===== src/rtl/mcpu_ctrl_if.sv =====
// mcpu_ctrl_if -- bundle between the multi-cycle control unit and its datapath.
//
// master (controller side): receives OPcode/Fun from the instruction register
//   and MIO_ready from memory/IO. It drives every datapath control, the
//   current state encoding and the sticky trap flags.
// slave (datapath side): the mirror image.
interface mcpu_ctrl_if #(
    parameter int ALU_W = 3
);
    // instruction fields and memory handshake
    logic [5:0]       OPcode;
    logic [5:0]       Fun;
    logic             MIO_ready;

    // single-bit datapath controls
    logic             PCWrite;
    logic             PCWriteCond;
    logic             IorD;
    logic             MemRead;
    logic             mem_w;
    logic             IRWrite;
    logic             RegWrite;
    logic             ALUSrcA;
    logic             ExtSel;
    logic             Branch_ne;
    logic             CPU_MIO;

    // multi-bit datapath selects
    logic [1:0]       RegDst;
    logic [1:0]       MemtoReg;
    logic [1:0]       ALUSrcB;
    logic [1:0]       PCSource;
    logic [ALU_W-1:0] ALU_Control;

    // status
    logic [3:0]       state;
    logic             illegal_op;
    logic             bus_err;

    modport master (
        input  OPcode, Fun, MIO_ready,
        output PCWrite, PCWriteCond, IorD, MemRead, mem_w, IRWrite, RegWrite,
               ALUSrcA, ExtSel, Branch_ne, CPU_MIO,
               RegDst, MemtoReg, ALUSrcB, PCSource, ALU_Control,
               state, illegal_op, bus_err
    );

    modport slave (
        output OPcode, Fun, MIO_ready,
        input  PCWrite, PCWriteCond, IorD, MemRead, mem_w, IRWrite, RegWrite,
               ALUSrcA, ExtSel, Branch_ne, CPU_MIO,
               RegDst, MemtoReg, ALUSrcB, PCSource, ALU_Control,
               state, illegal_op, bus_err
    );
endinterface


===== src/rtl/mcpu_ctrl.sv =====
// mcpu_ctrl -- Moore-style control unit for the multi-cycle MIPS datapath.
//
// Ports:
//   clk  : system clock, rising edge
//   rst  : asynchronous, active-high reset (returns to IF, clears trap flags)
//   bus  : mcpu_ctrl_if.master. OPcode/Fun from the IR, MIO_ready from memory.
//          It carries all datapath controls, the 4-bit state and the sticky
//          illegal_op/bus_err flags.
//
// Parameters:
//   ALU_W   : width of ALU_Control
//   TIMEOUT : consecutive MIO_ready=0 cycles tolerated in one memory state
//             (IF/MR/MW) before a bus-error trap; 0 disables the timeout
//   EN_JAL  : 1 decodes jal/jr, 0 treats them as illegal opcodes
module mcpu_ctrl #(
    parameter int ALU_W   = 3,
    parameter int TIMEOUT = 16,
    parameter int EN_JAL  = 1
) (
    input  logic        clk,
    input  logic        rst,
    mcpu_ctrl_if.master bus
);

    typedef enum logic [3:0] {
        S_IF   = 4'd0,
        S_ID   = 4'd1,
        S_MA   = 4'd2,
        S_MR   = 4'd3,
        S_LWB  = 4'd4,
        S_MW   = 4'd5,
        S_RX   = 4'd6,
        S_RWB  = 4'd7,
        S_IX   = 4'd8,
        S_IWB  = 4'd9,
        S_BR   = 4'd10,
        S_J    = 4'd11,
        S_JAL  = 4'd12,
        S_JR   = 4'd13,
        S_TRAP = 4'd15
    } state_t;

    // opcodes
    localparam logic [5:0] OP_RTYPE = 6'b000000;
    localparam logic [5:0] OP_J     = 6'b000010;
    localparam logic [5:0] OP_JAL   = 6'b000011;
    localparam logic [5:0] OP_BEQ   = 6'b000100;
    localparam logic [5:0] OP_BNE   = 6'b000101;
    localparam logic [5:0] OP_ADDI  = 6'b001000;
    localparam logic [5:0] OP_SLTI  = 6'b001010;
    localparam logic [5:0] OP_ANDI  = 6'b001100;
    localparam logic [5:0] OP_ORI   = 6'b001101;
    localparam logic [5:0] OP_LUI   = 6'b001111;
    localparam logic [5:0] OP_LW    = 6'b100011;
    localparam logic [5:0] OP_SW    = 6'b101011;

    // R-type function codes
    localparam logic [5:0] F_SRL = 6'b000010;
    localparam logic [5:0] F_JR  = 6'b001000;
    localparam logic [5:0] F_ADD = 6'b100000;
    localparam logic [5:0] F_SUB = 6'b100010;
    localparam logic [5:0] F_AND = 6'b100100;
    localparam logic [5:0] F_OR  = 6'b100101;
    localparam logic [5:0] F_XOR = 6'b100110;
    localparam logic [5:0] F_NOR = 6'b100111;
    localparam logic [5:0] F_SLT = 6'b101010;

    // ALU operation codes
    localparam logic [ALU_W-1:0] ALU_AND = ALU_W'(0);
    localparam logic [ALU_W-1:0] ALU_OR  = ALU_W'(1);
    localparam logic [ALU_W-1:0] ALU_ADD = ALU_W'(2);
    localparam logic [ALU_W-1:0] ALU_XOR = ALU_W'(3);
    localparam logic [ALU_W-1:0] ALU_NOR = ALU_W'(4);
    localparam logic [ALU_W-1:0] ALU_SRL = ALU_W'(5);
    localparam logic [ALU_W-1:0] ALU_SUB = ALU_W'(6);
    localparam logic [ALU_W-1:0] ALU_SLT = ALU_W'(7);

    // Wait counter sized to hold TIMEOUT; the trap fires on the cycle whose
    // stall would bring the count to TIMEOUT, so a ready in that same cycle
    // still wins.
    localparam int              CW        = (TIMEOUT > 0) ? $clog2(TIMEOUT + 1) : 1;
    localparam logic [CW-1:0]   WAIT_LAST = (TIMEOUT > 0) ? CW'(TIMEOUT - 1) : '0;

    state_t          state_q, state_d;
    logic [CW-1:0]   wait_cnt;
    logic            illegal_q, bus_err_q;
    // Instruction kind captured in ID so later states never look at the IR.
    logic            op_sw, op_lui, op_bne;
    logic            mem_state, wait_hit;

    // raw controls before reset gating
    logic            pc_write, pc_write_cond, ir_write, reg_write, mem_wr;
    logic            iord, mem_read, alu_src_a, ext_sel, branch_ne, cpu_mio;
    logic [1:0]      reg_dst, mem_to_reg, alu_src_b, pc_source;
    logic [ALU_W-1:0] alu_ctl;

    assign mem_state = (state_q == S_IF) || (state_q == S_MR) || (state_q == S_MW);
    assign wait_hit  = (TIMEOUT > 0) && mem_state && !bus.MIO_ready &&
                       (wait_cnt == WAIT_LAST);

    // ------------------------------------------------------------------
    // State, wait counter and sticky flags
    // ------------------------------------------------------------------
    always_ff @(posedge clk or posedge rst) begin
        if (rst) begin
            state_q   <= S_IF;
            wait_cnt  <= '0;
            illegal_q <= 1'b0;
            bus_err_q <= 1'b0;
            op_sw     <= 1'b0;
            op_lui    <= 1'b0;
            op_bne    <= 1'b0;
        end else begin
            state_q <= state_d;
            if (state_q == S_ID) begin
                op_sw  <= (bus.OPcode == OP_SW);
                op_lui <= (bus.OPcode == OP_LUI);
                op_bne <= (bus.OPcode == OP_BNE);
            end
            if ((TIMEOUT == 0) || !mem_state || bus.MIO_ready || (state_d != state_q))
                wait_cnt <= '0;
            else
                wait_cnt <= wait_cnt + CW'(1);
            if ((state_q == S_ID) && (state_d == S_TRAP))
                illegal_q <= 1'b1;
            if (wait_hit)
                bus_err_q <= 1'b1;
        end
    end

    // ------------------------------------------------------------------
    // Next state
    // ------------------------------------------------------------------
    always_comb begin
        state_d = state_q;
        case (state_q)
            S_IF: begin
                if (bus.MIO_ready)  state_d = S_ID;
                else if (wait_hit)  state_d = S_TRAP;
            end
            S_ID: begin
                case (bus.OPcode)
                    OP_RTYPE: begin
                        case (bus.Fun)
                            F_ADD, F_SUB, F_AND, F_OR,
                            F_XOR, F_NOR, F_SLT, F_SRL: state_d = S_RX;
                            F_JR:    state_d = (EN_JAL != 0) ? S_JR : S_TRAP;
                            default: state_d = S_TRAP;
                        endcase
                    end
                    OP_LW, OP_SW:                      state_d = S_MA;
                    OP_ADDI, OP_ANDI, OP_ORI, OP_SLTI: state_d = S_IX;
                    OP_LUI:                            state_d = S_IWB;
                    OP_BEQ, OP_BNE:                    state_d = S_BR;
                    OP_J:                              state_d = S_J;
                    OP_JAL:  state_d = (EN_JAL != 0) ? S_JAL : S_TRAP;
                    default: state_d = S_TRAP;
                endcase
            end
            S_MA: state_d = op_sw ? S_MW : S_MR;
            S_MR: begin
                if (bus.MIO_ready)  state_d = S_LWB;
                else if (wait_hit)  state_d = S_TRAP;
            end
            S_MW: begin
                if (bus.MIO_ready)  state_d = S_IF;
                else if (wait_hit)  state_d = S_TRAP;
            end
            S_RX:   state_d = S_RWB;
            S_IX:   state_d = S_IWB;
            S_LWB, S_RWB, S_IWB, S_BR, S_J, S_JAL, S_JR: state_d = S_IF;
            S_TRAP: state_d = S_TRAP;
            default: state_d = S_TRAP;
        endcase
    end

    // ------------------------------------------------------------------
    // Per-state controls (Moore, except IF's ready-qualified writes)
    // ------------------------------------------------------------------
    always_comb begin
        pc_write      = 1'b0;
        pc_write_cond = 1'b0;
        ir_write      = 1'b0;
        reg_write     = 1'b0;
        mem_wr        = 1'b0;
        iord          = 1'b0;
        mem_read      = 1'b0;
        alu_src_a     = 1'b0;
        ext_sel       = 1'b0;
        branch_ne     = 1'b0;
        cpu_mio       = 1'b0;
        reg_dst       = 2'b00;
        mem_to_reg    = 2'b00;
        alu_src_b     = 2'b00;
        pc_source     = 2'b00;
        alu_ctl       = ALU_AND;
        case (state_q)
            S_IF: begin
                mem_read  = 1'b1;
                cpu_mio   = 1'b1;
                alu_src_b = 2'b01;
                alu_ctl   = ALU_ADD;
                // PC+4 and IR load only once the fetch actually completes
                ir_write  = bus.MIO_ready;
                pc_write  = bus.MIO_ready;
            end
            S_ID: begin
                alu_src_b = 2'b11;
                alu_ctl   = ALU_ADD;
            end
            S_MA: begin
                alu_src_a = 1'b1;
                alu_src_b = 2'b10;
                alu_ctl   = ALU_ADD;
            end
            S_MR: begin
                mem_read = 1'b1;
                cpu_mio  = 1'b1;
                iord     = 1'b1;
            end
            S_LWB: begin
                reg_write  = 1'b1;
                mem_to_reg = 2'b01;
            end
            S_MW: begin
                mem_wr  = 1'b1;
                cpu_mio = 1'b1;
                iord    = 1'b1;
            end
            S_RX: begin
                alu_src_a = 1'b1;
                case (bus.Fun)
                    F_AND:   alu_ctl = ALU_AND;
                    F_OR:    alu_ctl = ALU_OR;
                    F_XOR:   alu_ctl = ALU_XOR;
                    F_NOR:   alu_ctl = ALU_NOR;
                    F_SRL:   alu_ctl = ALU_SRL;
                    F_SUB:   alu_ctl = ALU_SUB;
                    F_SLT:   alu_ctl = ALU_SLT;
                    default: alu_ctl = ALU_ADD;
                endcase
            end
            S_RWB: begin
                reg_write = 1'b1;
                reg_dst   = 2'b01;
            end
            S_IX: begin
                alu_src_a = 1'b1;
                alu_src_b = 2'b10;
                case (bus.OPcode)
                    OP_ANDI: begin alu_ctl = ALU_AND; ext_sel = 1'b1; end
                    OP_ORI:  begin alu_ctl = ALU_OR;  ext_sel = 1'b1; end
                    OP_SLTI: alu_ctl = ALU_SLT;
                    default: alu_ctl = ALU_ADD;
                endcase
            end
            S_IWB: begin
                reg_write  = 1'b1;
                mem_to_reg = op_lui ? 2'b10 : 2'b00;
            end
            S_BR: begin
                alu_src_a     = 1'b1;
                alu_ctl       = ALU_SUB;
                pc_write_cond = 1'b1;
                pc_source     = 2'b01;
                branch_ne     = op_bne;
            end
            S_J: begin
                pc_write  = 1'b1;
                pc_source = 2'b10;
            end
            S_JAL: begin
                pc_write   = 1'b1;
                pc_source  = 2'b10;
                reg_write  = 1'b1;
                reg_dst    = 2'b10;
                mem_to_reg = 2'b11;
            end
            S_JR: begin
                pc_write  = 1'b1;
                pc_source = 2'b11;
            end
            default: ;  // TRAP: everything off
        endcase
    end

    // Architectural writes are gated by rst so nothing partial escapes while
    // reset is asserted (IF would otherwise pass MIO_ready straight through).
    assign bus.PCWrite     = pc_write      & ~rst;
    assign bus.PCWriteCond = pc_write_cond & ~rst;
    assign bus.IRWrite     = ir_write      & ~rst;
    assign bus.RegWrite    = reg_write     & ~rst;
    assign bus.mem_w       = mem_wr        & ~rst;
    assign bus.IorD        = iord;
    assign bus.MemRead     = mem_read;
    assign bus.ALUSrcA     = alu_src_a;
    assign bus.ExtSel      = ext_sel;
    assign bus.Branch_ne   = branch_ne;
    assign bus.CPU_MIO     = cpu_mio;
    assign bus.RegDst      = reg_dst;
    assign bus.MemtoReg    = mem_to_reg;
    assign bus.ALUSrcB     = alu_src_b;
    assign bus.PCSource    = pc_source;
    assign bus.ALU_Control = alu_ctl;
    assign bus.state       = state_q;
    assign bus.illegal_op  = illegal_q;
    assign bus.bus_err     = bus_err_q;

endmodule


===== src/flat_wrapper.sv =====
// flat-port wrapper written by rule: the top's interface ports become plain ports
module mcpu_ctrl_flat 
#(
    parameter int ALU_W   = 3,
    parameter int TIMEOUT = 16,
    parameter int EN_JAL  = 1
)
  (clk, rst, bus_OPcode, bus_Fun, bus_MIO_ready, bus_PCWrite, bus_PCWriteCond, bus_IorD, bus_MemRead, bus_mem_w, bus_IRWrite, bus_RegWrite, bus_ALUSrcA, bus_ExtSel, bus_Branch_ne, bus_CPU_MIO, bus_RegDst, bus_MemtoReg, bus_ALUSrcB, bus_PCSource, bus_ALU_Control, bus_state, bus_illegal_op, bus_bus_err);
  mcpu_ctrl_if #(.ALU_W(ALU_W)) bus_i ();
  input  logic clk;
  input  logic rst;
  input wire logic [$bits(bus_i.OPcode)-1:0] bus_OPcode;
  input wire logic [$bits(bus_i.Fun)-1:0] bus_Fun;
  input wire logic [$bits(bus_i.MIO_ready)-1:0] bus_MIO_ready;
  output wire logic [$bits(bus_i.PCWrite)-1:0] bus_PCWrite;
  output wire logic [$bits(bus_i.PCWriteCond)-1:0] bus_PCWriteCond;
  output wire logic [$bits(bus_i.IorD)-1:0] bus_IorD;
  output wire logic [$bits(bus_i.MemRead)-1:0] bus_MemRead;
  output wire logic [$bits(bus_i.mem_w)-1:0] bus_mem_w;
  output wire logic [$bits(bus_i.IRWrite)-1:0] bus_IRWrite;
  output wire logic [$bits(bus_i.RegWrite)-1:0] bus_RegWrite;
  output wire logic [$bits(bus_i.ALUSrcA)-1:0] bus_ALUSrcA;
  output wire logic [$bits(bus_i.ExtSel)-1:0] bus_ExtSel;
  output wire logic [$bits(bus_i.Branch_ne)-1:0] bus_Branch_ne;
  output wire logic [$bits(bus_i.CPU_MIO)-1:0] bus_CPU_MIO;
  output wire logic [$bits(bus_i.RegDst)-1:0] bus_RegDst;
  output wire logic [$bits(bus_i.MemtoReg)-1:0] bus_MemtoReg;
  output wire logic [$bits(bus_i.ALUSrcB)-1:0] bus_ALUSrcB;
  output wire logic [$bits(bus_i.PCSource)-1:0] bus_PCSource;
  output wire logic [$bits(bus_i.ALU_Control)-1:0] bus_ALU_Control;
  output wire logic [$bits(bus_i.state)-1:0] bus_state;
  output wire logic [$bits(bus_i.illegal_op)-1:0] bus_illegal_op;
  output wire logic [$bits(bus_i.bus_err)-1:0] bus_bus_err;
  assign bus_i.OPcode = bus_OPcode;
  assign bus_i.Fun = bus_Fun;
  assign bus_i.MIO_ready = bus_MIO_ready;
  assign bus_PCWrite = bus_i.PCWrite;
  assign bus_PCWriteCond = bus_i.PCWriteCond;
  assign bus_IorD = bus_i.IorD;
  assign bus_MemRead = bus_i.MemRead;
  assign bus_mem_w = bus_i.mem_w;
  assign bus_IRWrite = bus_i.IRWrite;
  assign bus_RegWrite = bus_i.RegWrite;
  assign bus_ALUSrcA = bus_i.ALUSrcA;
  assign bus_ExtSel = bus_i.ExtSel;
  assign bus_Branch_ne = bus_i.Branch_ne;
  assign bus_CPU_MIO = bus_i.CPU_MIO;
  assign bus_RegDst = bus_i.RegDst;
  assign bus_MemtoReg = bus_i.MemtoReg;
  assign bus_ALUSrcB = bus_i.ALUSrcB;
  assign bus_PCSource = bus_i.PCSource;
  assign bus_ALU_Control = bus_i.ALU_Control;
  assign bus_state = bus_i.state;
  assign bus_illegal_op = bus_i.illegal_op;
  assign bus_bus_err = bus_i.bus_err;
  mcpu_ctrl #(.ALU_W(ALU_W), .TIMEOUT(TIMEOUT), .EN_JAL(EN_JAL)) u_core (.clk(clk), .rst(rst), .bus(bus_i));
endmodule

===== config.mk =====
export PLATFORM = sky130hd
export DESIGN_NAME = mcpu_ctrl_flat
export DESIGN_NICKNAME = d
export VERILOG_FILES = /design/src/rtl/mcpu_ctrl_if.sv /design/src/rtl/mcpu_ctrl.sv /design/src/flat_wrapper.sv
export SDC_FILE = /design/constraint.sdc
export NUM_CORES = 1
export LEC_CHECK = 0
export ABC_AREA = 1
export CORE_ASPECT_RATIO = 0.5
export CORE_MARGIN = 5
export CORE_UTILIZATION = 46
export DETAILED_ROUTE_END_ITERATION = 12
export PLACE_DENSITY = 0.81
export REMOVE_ABC_BUFFERS = 1
export SLEW_MARGIN = 25
export SYNTH_ARGS = -nofsm -noshare
export SYNTH_HDL_FRONTEND = slang
export SYNTH_SLANG_ARGS = --single-unit

===== constraint.sdc =====
create_clock -name clk -period 2 [get_ports clk]
set_input_delay 0.3 -clock clk [delete_from_list [all_inputs] [get_ports clk]]
set_output_delay 0.3 -clock clk [all_outputs]
set_load 0.03 [all_outputs]

==> flow_summary.yaml <==
outcome:
  status: "complete, no violations"
clock_tree:
  cts.sinks: 14
  cts-root-buf: "clkbuf_8"
  cts_inserted_buffers: 3
  cts_hold_buf: 0
  path_clk_slew_ns: 0.05
  htreeDepth: 1
  clk_path_buf_depth: 2
  cts_tree: "done"
  clk_latency_ns: 0.24
power_and_ir_drop:
  report.power.total_uw: 611
  swShare_pct: 23.3
  pwr_density_cell_nw_per_um2: 309
  p_int_uw: 468
  peakVddDrop_uv: 287
  total_leakage_power_nw: 1.12
  clkPwrFrac_pct: 35.5
  p_comb_share_pct: 18.1
  power.switching_uw: 143
  power.share.sequential_pct: 46.4
die:
  core_region_area_um2: 2640
  die_height_um: 47.3
  fp.dieArea_um2: 4000
  pin_count: 43
  fp-row-count: 13
  die_w_um: 84.6
  start_util_pct: 48.6
layout:
  drive_above_1_share_pct: 23.9
  antenna_cells: 0
  instances_no_fill: 313
  area_growth_syn_to_layout_pct: 54.4
  nFillCells: 225
  final_common_cell: "nand2_1"
  final_cell_mix: "nand2_1, inv_1, nor2_1"
  fin_util_pct: 75.0
  stdcell_area_um2: 1980
  final_nets: 295
critical_path:
  r2r-end: "u_core.wait_cnt[2]$_DFF_PP0_"
  cp_slowest_cell: "clkdlybuf4s50_1"
  worstReg2RegStart: "u_core.wait_cnt[0]$_DFF_PP0_"
  path_max_fanout: 4
  crit_path_start_kind: "primary input"
  reg2regPathDepth: 10
  end_kind: "output pin"
  critPathLaunch: "bus_OPcode[3]"
  critical_path.cell_chain: "clkdlybuf4s50_1 > nand2_1 > inv_1 > nand3_1 > buf_4 > a21oi_1 > o211ai_1 > buf_4"
  r2r_setup_slack_ns: 0.17
  arrival_ns: 1.64
  path_class: "primary input to output pin"
  cp_common_cell: "buf_4"
  cp.required_ns: 1.70
  cp_slowest_stage_delay_ns: 0.53
  endpoint: "bus_ALU_Control[1]"
detailed_routing:
  viasPerCell: 5.07
  dr.pass1.iters: 4
  wirelength_um: 3920
  wire_per_inst_um: 12.5
  dr.first_iter.drc_count: 114
  vias: 1587
  drtAntennaViolNets: 0
  drc_errors: 0
flow_run:
  maxCapViolCount: 0
global_route:
  antenna_found_initial: 0
  gr-usage-all-layers_pct: 18.8
  grt_overflow_total: 0
  grt_pass1_vias: 1349
  grt_max_degree: 15
  grt_first_pass_wirelength_um: 5980
logic_synthesis:
  ys_types: 24
  syn_area_per_cell_um2: 6.10
  synth_cells: 210
  yosysWarnings: 0
  netlist_area_um2: 1280
  yosysSeqAreaShare_pct: 27.4
  synth_seq_cells: 14
place:
  port-buffer-count: 42
  dp_hpwl_um: 3000
  place.gp.congestion: 0.946
  dpl_cell_area_um2: 1830
  dp_cells: 305
timing:
  relSlewSlack_pct: 65.1
  fin_crit_sh_pct: 97.2
  clock_skew_ns: 0.00362
  hold_viol: 0
  setup_violations: 0
  rsz0062_at_grt: "true"
  slew_violations: 0
  worstMarginPinSlew_ns: 0.523
  fin_crit_ns: 1.94
  fmax_mhz: 514
worst_hold_path:
  min_path_type: "flop to flop"
  min-delay-start: "u_core.bus.illegal_op$_DFFE_PP0P_"
==> power by group through the flow <==
stage	sequential, mW	combinational [mW]	clock [mW]
6_report	0.284	0.111	0.217
2_1_floorplan	0.288	0.0390	0
4_1_cts	0.284	0.0975	0.223
3_3_place_gp	0.288	0.0944	0
5_1_grt	0.283	0.120	0.239
3_5_place_dp	0.288	0.0954	0
==> stage by stage <==
step	TNS [ns]	worst slack [ns]	hold slack (ns)
after floorplan	-0.438	-0.261	0.189
after global placement	-0.504	-0.106	0.445
after detailed placement	-0.644	-0.141	0.454
after CTS	0	0.00371	0.466
after global routing	-0.184	-0.0223	0.491
final	0	0.0554	0.460
==> metal layers <==
| layer | global-route usage [%] | up-vias | part of all wire (%) |
|---|---|---|---|
| met4 | 3.79 | 0 | 0.38 |
| met5 | 0 | - | 0 |
| met2 | 32.2 | 61 | 48 |
| met3 | 3.50 | 6 | 6.0 |
| met1 | 25.6 | 715 | 46 |
| li1 | - | 805 | - |
==> cells in the mapped netlist, drive strengths merged <==
master	number	share of area, %
a31oi	2	0.98
nor2	47	16
o22ai	3	1.5
nand2	45	14
ha	2	2.0
a21oi	5	2.0
nor3	1	0.39
nand4	6	2.9
inv	43	13
o211ai	1	0.59
xor2	1	0.68
a32o	1	0.78
nand3	28	13
buf	1	0.88
and3	1	0.49
dfrtp	14	27
o21ai	7	2.7
xnor2	1	0.68
o311ai	1	0.68
==> state kept, by name, indices dropped and copies added, names as in the netlist <==
name / count
u_core.op_sw: 1
u_core.wait_cnt: 5
u_core.bus.state: 4
u_core.bus.illegal_op: 1
u_core.op_bne: 1
u_core.op_lui: 1
u_core.bus.bus_err: 1
==> cell families (layout without fill, tap and decap cells) <==
group / Yosys count / count (layout) / synth area share (%)
xor gates and xnor gates: 2 / 2 / 1.37
buffers and inverters: 44 / 109 / 13.5
and+or+nand+nor: 128 / 129 / 46.6
DFF: 14 / 14 / 27.4
AOI/OAI and AO/OA: 20 / 20 / 9.19
adders and majority gates: 2 / 2 / 1.95
==> worst max-delay path, delay by kind of cell <==
kind | cells | cell delay, ns
AOI/OAI and AO/OA | 2 | 0.22
and+or+nand+nor | 2 | 0.17
buffers and inverters | 4 | 0.96
==> worst min path at each step <==
stage | depth (start not counted) | slack, ns | to
after floorplan | 1 | 0.19 | u_core.bus.bus_err$_DFFE_PP0P_
after global placement | 1 | 0.45 | u_core.wait_cnt[0]$_DFF_PP0_
after detailed placement | 2 | 0.45 | u_core.bus.illegal_op$_DFFE_PP0P_
after CTS | 1 | 0.47 | u_core.wait_cnt[0]$_DFF_PP0_
after global routing | 2 | 0.49 | u_core.bus.bus_err$_DFFE_PP0P_
final | 2 | 0.46 | u_core.bus.illegal_op$_DFFE_PP0P_
==> layout make-up <==
type / instances / area, µm² / area share (%)
clock buffer: 3 / 41.3 / 2.09
inverter: 43 / 161 / 8.16
multi-input combinational: 153 / 821 / 41.5
sequential: 14 / 354 / 17.9
tap: 37 / 46.3 / 2.34
timing repair buffer: 63 / 553 / 28.0
==> timing repair <==
action / CTS / global route
pin swaps: 0 / 5
buffers inserted: 0 / 4
endpoints found under the setup margin: 14 / 19
resized for setup: 13 / 21
cloned: 0 / 1
(Power assumes the default switching activity.)
==> variant 1: new RTL, config.mk and constraints unchanged <==
`EN_JAL` is set to 1 in 2 places; all go to 0. Comments in the files are not updated.
--- a/src/rtl/mcpu_ctrl.sv
+++ b/src/rtl/mcpu_ctrl.sv
@@ -17,3 +17,3 @@
     parameter int TIMEOUT = 16,
-    parameter int EN_JAL  = 1
+    parameter int EN_JAL  = 0
 ) (
--- a/src/flat_wrapper.sv
+++ b/src/flat_wrapper.sv
@@ -5,3 +5,3 @@
     parameter int TIMEOUT = 16,
-    parameter int EN_JAL  = 1
+    parameter int EN_JAL  = 0
 )
Formal check against the unedited RTL: not equivalent (Yosys sat finds a counterexample within 4 cycles, from zero or initial values and one cycle with rst high).
==> variant 1 against the unedited design <==
Global-route usage is essentially flat. Sequential power about the same. Wire length is 1.6% higher. Power rose by 6.0%. Area after synthesis fell by 1.1%. Highest routed layer unchanged. Setup slack worse by 0.043 ns. Sequential share of layout area is 0.42 points higher. Cell area is 2.3% lower. Non-clock buffer count fell by 6. Via count fell by 5.5%. Register-to-register slack got worse by 0.07 ns. Sequential cell count unchanged. Largest power group unchanged.
==> variant 1: results (changes against the unedited design) <==
| Metric | Value |
|---|---|
| Multi-input gates | 139 (-9.2%) |
| Inverters | 35 (-19%) |
| Worst-Margin Slew | 0.405 ns (-0.118 ns) |
| Drt first-iter violations | 110 (-3.5%) |
| Outcome | complete, no violations |
| Footprint of the multi-input gates | 847 µm² (+3.2%) |
| Final clock skew | 0.00129 ns (-0.00232 ns) |
| WHS | 0.459 ns (-0.00123 ns) |
| Via count | 1499 (-5.5%) |
| First-pass GRT wire length | 5930 µm (-0.69%) |
| Seq_cells | 14 (unchanged) |
| Total GRT Usage | 18.8% (about the same) |
| Post-place setup slack | -0.0105 ns (+0.131 ns) |
| Non-filler cells, final | 286 (-8.6%) |
| Commonest cells in the netlist | nand2_1 (33), nor2_1 (31), inv_1 (29), nand3_1 (15), dfrtp_1 (14) |
| Clock buf count | 4 (+1) |
| Final period utilization | 99.4% (+2.2 points) |
| Final instance area | 1930 µm² (-2.3%) |
| Signal buffers | 57 (-9.5%) |
| Mean Syn Cell Area | 6.70 µm² (+9.9%) |
| WL/cell | 13.9 µm (+11%) |
| Root buffer cell | clkbuf_8 |
| Fraction of registers with async set/reset | 100% (unchanged) |
| Layout cell share with drive strength beyond 1 | 32.9% (+9.0 points) |
| Leakage power | 1.04 nW (-6.7%) |
| WP data arrival | 1.69 ns (+0.05 ns) |
| Critical Path Source | bus_Fun[2] |
| ClkCell Share | 2.85% (+0.76 points) |
| DP Area | 1760 µm² (-3.8%) |
| Placed instance count | 277 (-9.2%) |
| Hold Path Origin | u_core.bus.bus_err$_DFFE_PP0P_ |
| Vias in the first global route | 1375 (+1.9%) |
| Peak supply drop | 0.202 mV (-30%) |
| CP max FO | 3 (-1) |
| Post-synthesis sequential area ratio | 27.7% (+0.30 points) |
| Nets@finish | 267 (-9.5%) |
| Signal buf overhead | 25.8% (-2.2 points) |
| DPL Wire Length | 2920 µm (-2.4%) |
| Area delta synth->final | 52.6% |
| R2r setup slk | 0.10 ns (-0.07 ns) |
| Final-layout fill cell count | 213 (-5.3%) |
| DRT Pass-1 Iters | 5 (+1) |
| Cell variety after synth | 33 (+38%) |
| Main area contributors after synthesis | dfrtp_1 (28%), nand2_1 (9.8%), nor2_1 (9.2%), inv_1 (8.6%), nand3_1 (5.9%) |
| GP Congestion | 0.923 (-2.5%) |
-- variant 1: cell types whose count changed after synthesis, moves of 2 or more --
cell / delta
nand2_1: -9
nor2_4: -2
inv_2: +5
nand3_1: -8
inv_1: -13
nand2_2: +6
a21oi_1: -3
nor2_2: +2
nor2_1: -10
-- variant 1: cell families (layout without fill, tap and decap cells) --
family          Yosys count  in the layout  synth area share, %
buf+inv                  36             96                 11.3
simple gates            113            113                 46.5
compound gates           22             22                 11.2
fa+ha+maj                 2              2                 1.98
xor+xnor                  2              2                 1.38
flops                    14             14                 27.7
-- variant 1: layer usage --
layer | global-route usage (%) | vias to the layer above | part of all wire [%]
li1 | - | 738 | -
met1 | 23.4 | 710 | 43
met2 | 35.3 | 43 | 51
met3 | 4.03 | 8 | 4.5
met4 | 3.53 | 0 | 1.3
met5 | 0 | - | 0
-- variant 1: timing repair --
item / CTS / global route
gates resized for setup: 12 / 24
pin swaps: 0 / 7
cloned: 0 / 0
hold buffers: 0 / 0
buffers inserted: 0 / 5
endpoints found under the setup margin: 11 / 12
-- variant 1: power breakdown --
group	switching (mW)	internal [mW]
registers	0	0.283
clock network	0.0972	0.174
logic	0.0503	0.0423
total	0.148	0.500
-- variant 1: final timing paths --
kind	depth (start not counted)	to
min	2	u_core.bus.bus_err$_DFFE_PP0P_
max	8	bus_ALU_Control[1]
min reg2reg	2	u_core.bus.bus_err$_DFFE_PP0P_
min in group asynchronous	4	u_core.bus.state[1]$_DFF_PP0_
max in group asynchronous	4	u_core.bus.state[2]$_DFF_PP0_
max reg2reg	9	u_core.wait_cnt[1]$_DFF_PP0_
-- variant 1: critical path, stage by stage --
cell and delay (ns):
clkdlybuf4s50_1 0.49, inv_1 0.07, buf_4 0.14, nand3_2 0.10
nand3_2 0.11, a31o_2 0.26, o2111ai_2 0.06, buf_6 0.16
==> variant 2: new RTL, same flow settings <==
Without the edit above. Make the reset (`rst`) synchronous in one clocked block. Comments in the files are not updated.
--- a/src/rtl/mcpu_ctrl.sv
+++ b/src/rtl/mcpu_ctrl.sv
@@ -103,3 +103,3 @@
     // ------------------------------------------------------------------
-    always_ff @(posedge clk or posedge rst) begin
+    always_ff @(posedge clk) begin
         if (rst) begin
Behaviour: differs if rst is asserted again (counterexample within 4 cycles, from zero or initial values and one cycle with rst high); with rst held inactive, the same outputs for 10 cycles.
==> variant 2 against the unedited design <==
Synthesized cell count increased by 6.7%. Wire length down 1.2%. Cell area fell by 3.5%. Setup slack gained 0.022 ns. Clock skew up 0.00099 ns. Area after synthesis rose by 1.4%. Sequential cell count is the same. Critical path type unchanged. Critical endpoint is now bus_ALU_Control[0].
Power is left out: it rests on default switching activity, and per cell area and clock period it moved more than threefold.
==> variant 2: results (changes against the unedited design) <==
| Metric | Value |
|---|---|
| Outcome | complete, no violations |
| Post-synthesis sequential area ratio | 21.6% (-5.8 points) |
| Area leader, netlist | dfxtp_1 |
| WP data arrival | 1.62 ns (-0.02 ns) |
| WHS | 0.445 ns (-0.0148 ns) |
| Max clock buf depth | 2 (unchanged) |
| Clock slew at reported path FFs | about 0.06 ns |
| Main area contributors after synthesis | dfxtp_1 (22%), nand2_1 (14%), nor2_1 (11%), inv_1 (9.5%), nand3_1 (7.7%) |
| # port buffers | 42 (unchanged) |
| First-pass GRT wire length | 6160 µm (+3.1%) |
| Cell variety after synth | 31 (+29%) |
| Total GRT Usage | 18.9% (+0.13 points) |
| Layout cell share with drive strength beyond 1 | 26.3% (+2.4 points) |
| DRT Pass-1 Iters | 4 (unchanged) |
| Hold WC Path Type | flop to flop |
| Final period utilization | 96.1% (-1.1 points) |
| Root buffer cell | clkbuf_8 |
| ANT cells | 0 (unchanged) |
| Final clock skew | 0.00461 ns (+0.000993 ns) |
| Nets@finish | 300 (+1.7%) |
| CP max FO | 8 (+4) |
| Drt first-iter violations | 74 (-35%) |
| WL/cell | 12.2 µm (-2.8%) |
| H-Tree Depth | 1 (unchanged) |
| Post-place setup slack | -0.0800 ns (+0.0614 ns) |
| R2r setup slk | 0.18 ns |
| Fraction of registers with async set/reset | 0% (-100 points) |
| Vias in the first global route | 1414 (+4.8%) |
| Critical path's slowest cell | clkdlybuf4s50_1 |
| Total CTS buffers | 3 (unchanged) |
| Clk Latency, worst-skew pair | about 0.25 ns |
| Initial antenna violation count | 0 (unchanged) |
| Commonest cells in the netlist | nand2_1 (50), nor2_1 (37), inv_1 (33), nand3_1 (20), dfxtp_1 (14) |
| DPL Wire Length | 3080 µm (+2.7%) |
| CP peak stage delay | 0.46 ns (-0.07 ns) |
| Pin count of the biggest net entering global routing | 9 (-6) |
| Vias per cell | 5.04 (-0.58%) |
| Register bank with the most flops | u_core.wait_cnt |
| Rel. slew slack | 78.1% (+13 points) |
| GP Congestion | 0.927 (-2.1%) |
| Max FFs per register | 5 (unchanged) |
| Yosys warns | 0 (unchanged) |
==> variant 2: cell count changes after synthesis, moves of 4 or more <==
cell / delta
dfrtp_1: -14
dfxtp_1: +14
inv_1: -9
nand2_1: +8
nor2_2: +8
inv_2: +5
nand3_2: -4
nand4_1: -4
nor2_1: -4
==> variant 2: final timing paths <==
path | startpoint | end | cells after the start
hold reg to reg | u_core.bus.illegal_op$_SDFFE_PP0P_ | u_core.bus.illegal_op$_SDFFE_PP0P_ | 2
hold / removal | u_core.bus.illegal_op$_SDFFE_PP0P_ | u_core.bus.illegal_op$_SDFFE_PP0P_ | 2
setup reg to reg | u_core.wait_cnt[0]$_SDFF_PP0_ | u_core.wait_cnt[1]$_SDFF_PP0_ | 10
setup / recovery | bus_OPcode[5] | bus_ALU_Control[0] | 8
==> variant 2: area by class of cell <==
class | instances | area, µm²
clock buffers | 3 | 41.3
fillers | 238 | 744
inverters | 39 | 146
multi-input cells | 169 | 887
flip-flops and latches | 14 | 285
well taps | 37 | 46.3
repair buffers | 56 | 500
==> variant 2: metrics by stage <==
step           instances  instance area (µm²)
6_report             318                 1910
5_1_grt              318                 1910
4_1_cts              317                 1860
3_5_place_dp         314                 1820
3_3_place_gp         314                 1820
2_1_floorplan        222                 1290
==> variant 2: cell families (layout without fill, tap and decap cells) <==
logic type	after synthesis	count (layout)	share of synthesized area (%)
AOI/OAI and AO/OA	28	28	12.9
DFF	14	14	21.6
buffers and inverters	41	98	12.2
xor gates and xnor gates	2	2	1.35
and+or+nand+nor	137	137	50.0
adders and majority gates	2	2	1.93
==> variant 2: per-layer routing <==
metal / routed length, µm / track usage [%] / vias to the layer above
met2: 1850 / 33.8 / 58
met3: 267 / 4.47 / 8
met5: 0 / 0 / -
li1: - / - / 826
met1: 1710 / 24.0 / 711
met4: 46 / 4.42 / 0
==> variant 2: timing repair <==
item | 4_1_cts | 5_1_grt
buffers inserted | 0 | 1
resized for setup | 13 | 17
pin swaps | 1 | 4
setup endpoints to repair | 11 | 13
hold endpoints to repair | 0 | 0
==> variant 2: critical path: cells and delay by family <==
family	cells	cell delay [ns]
buffers and inverters	3	0.76
AND/OR/NAND/NOR	4	0.43
AO/OA/AOI/OAI	1	0.13
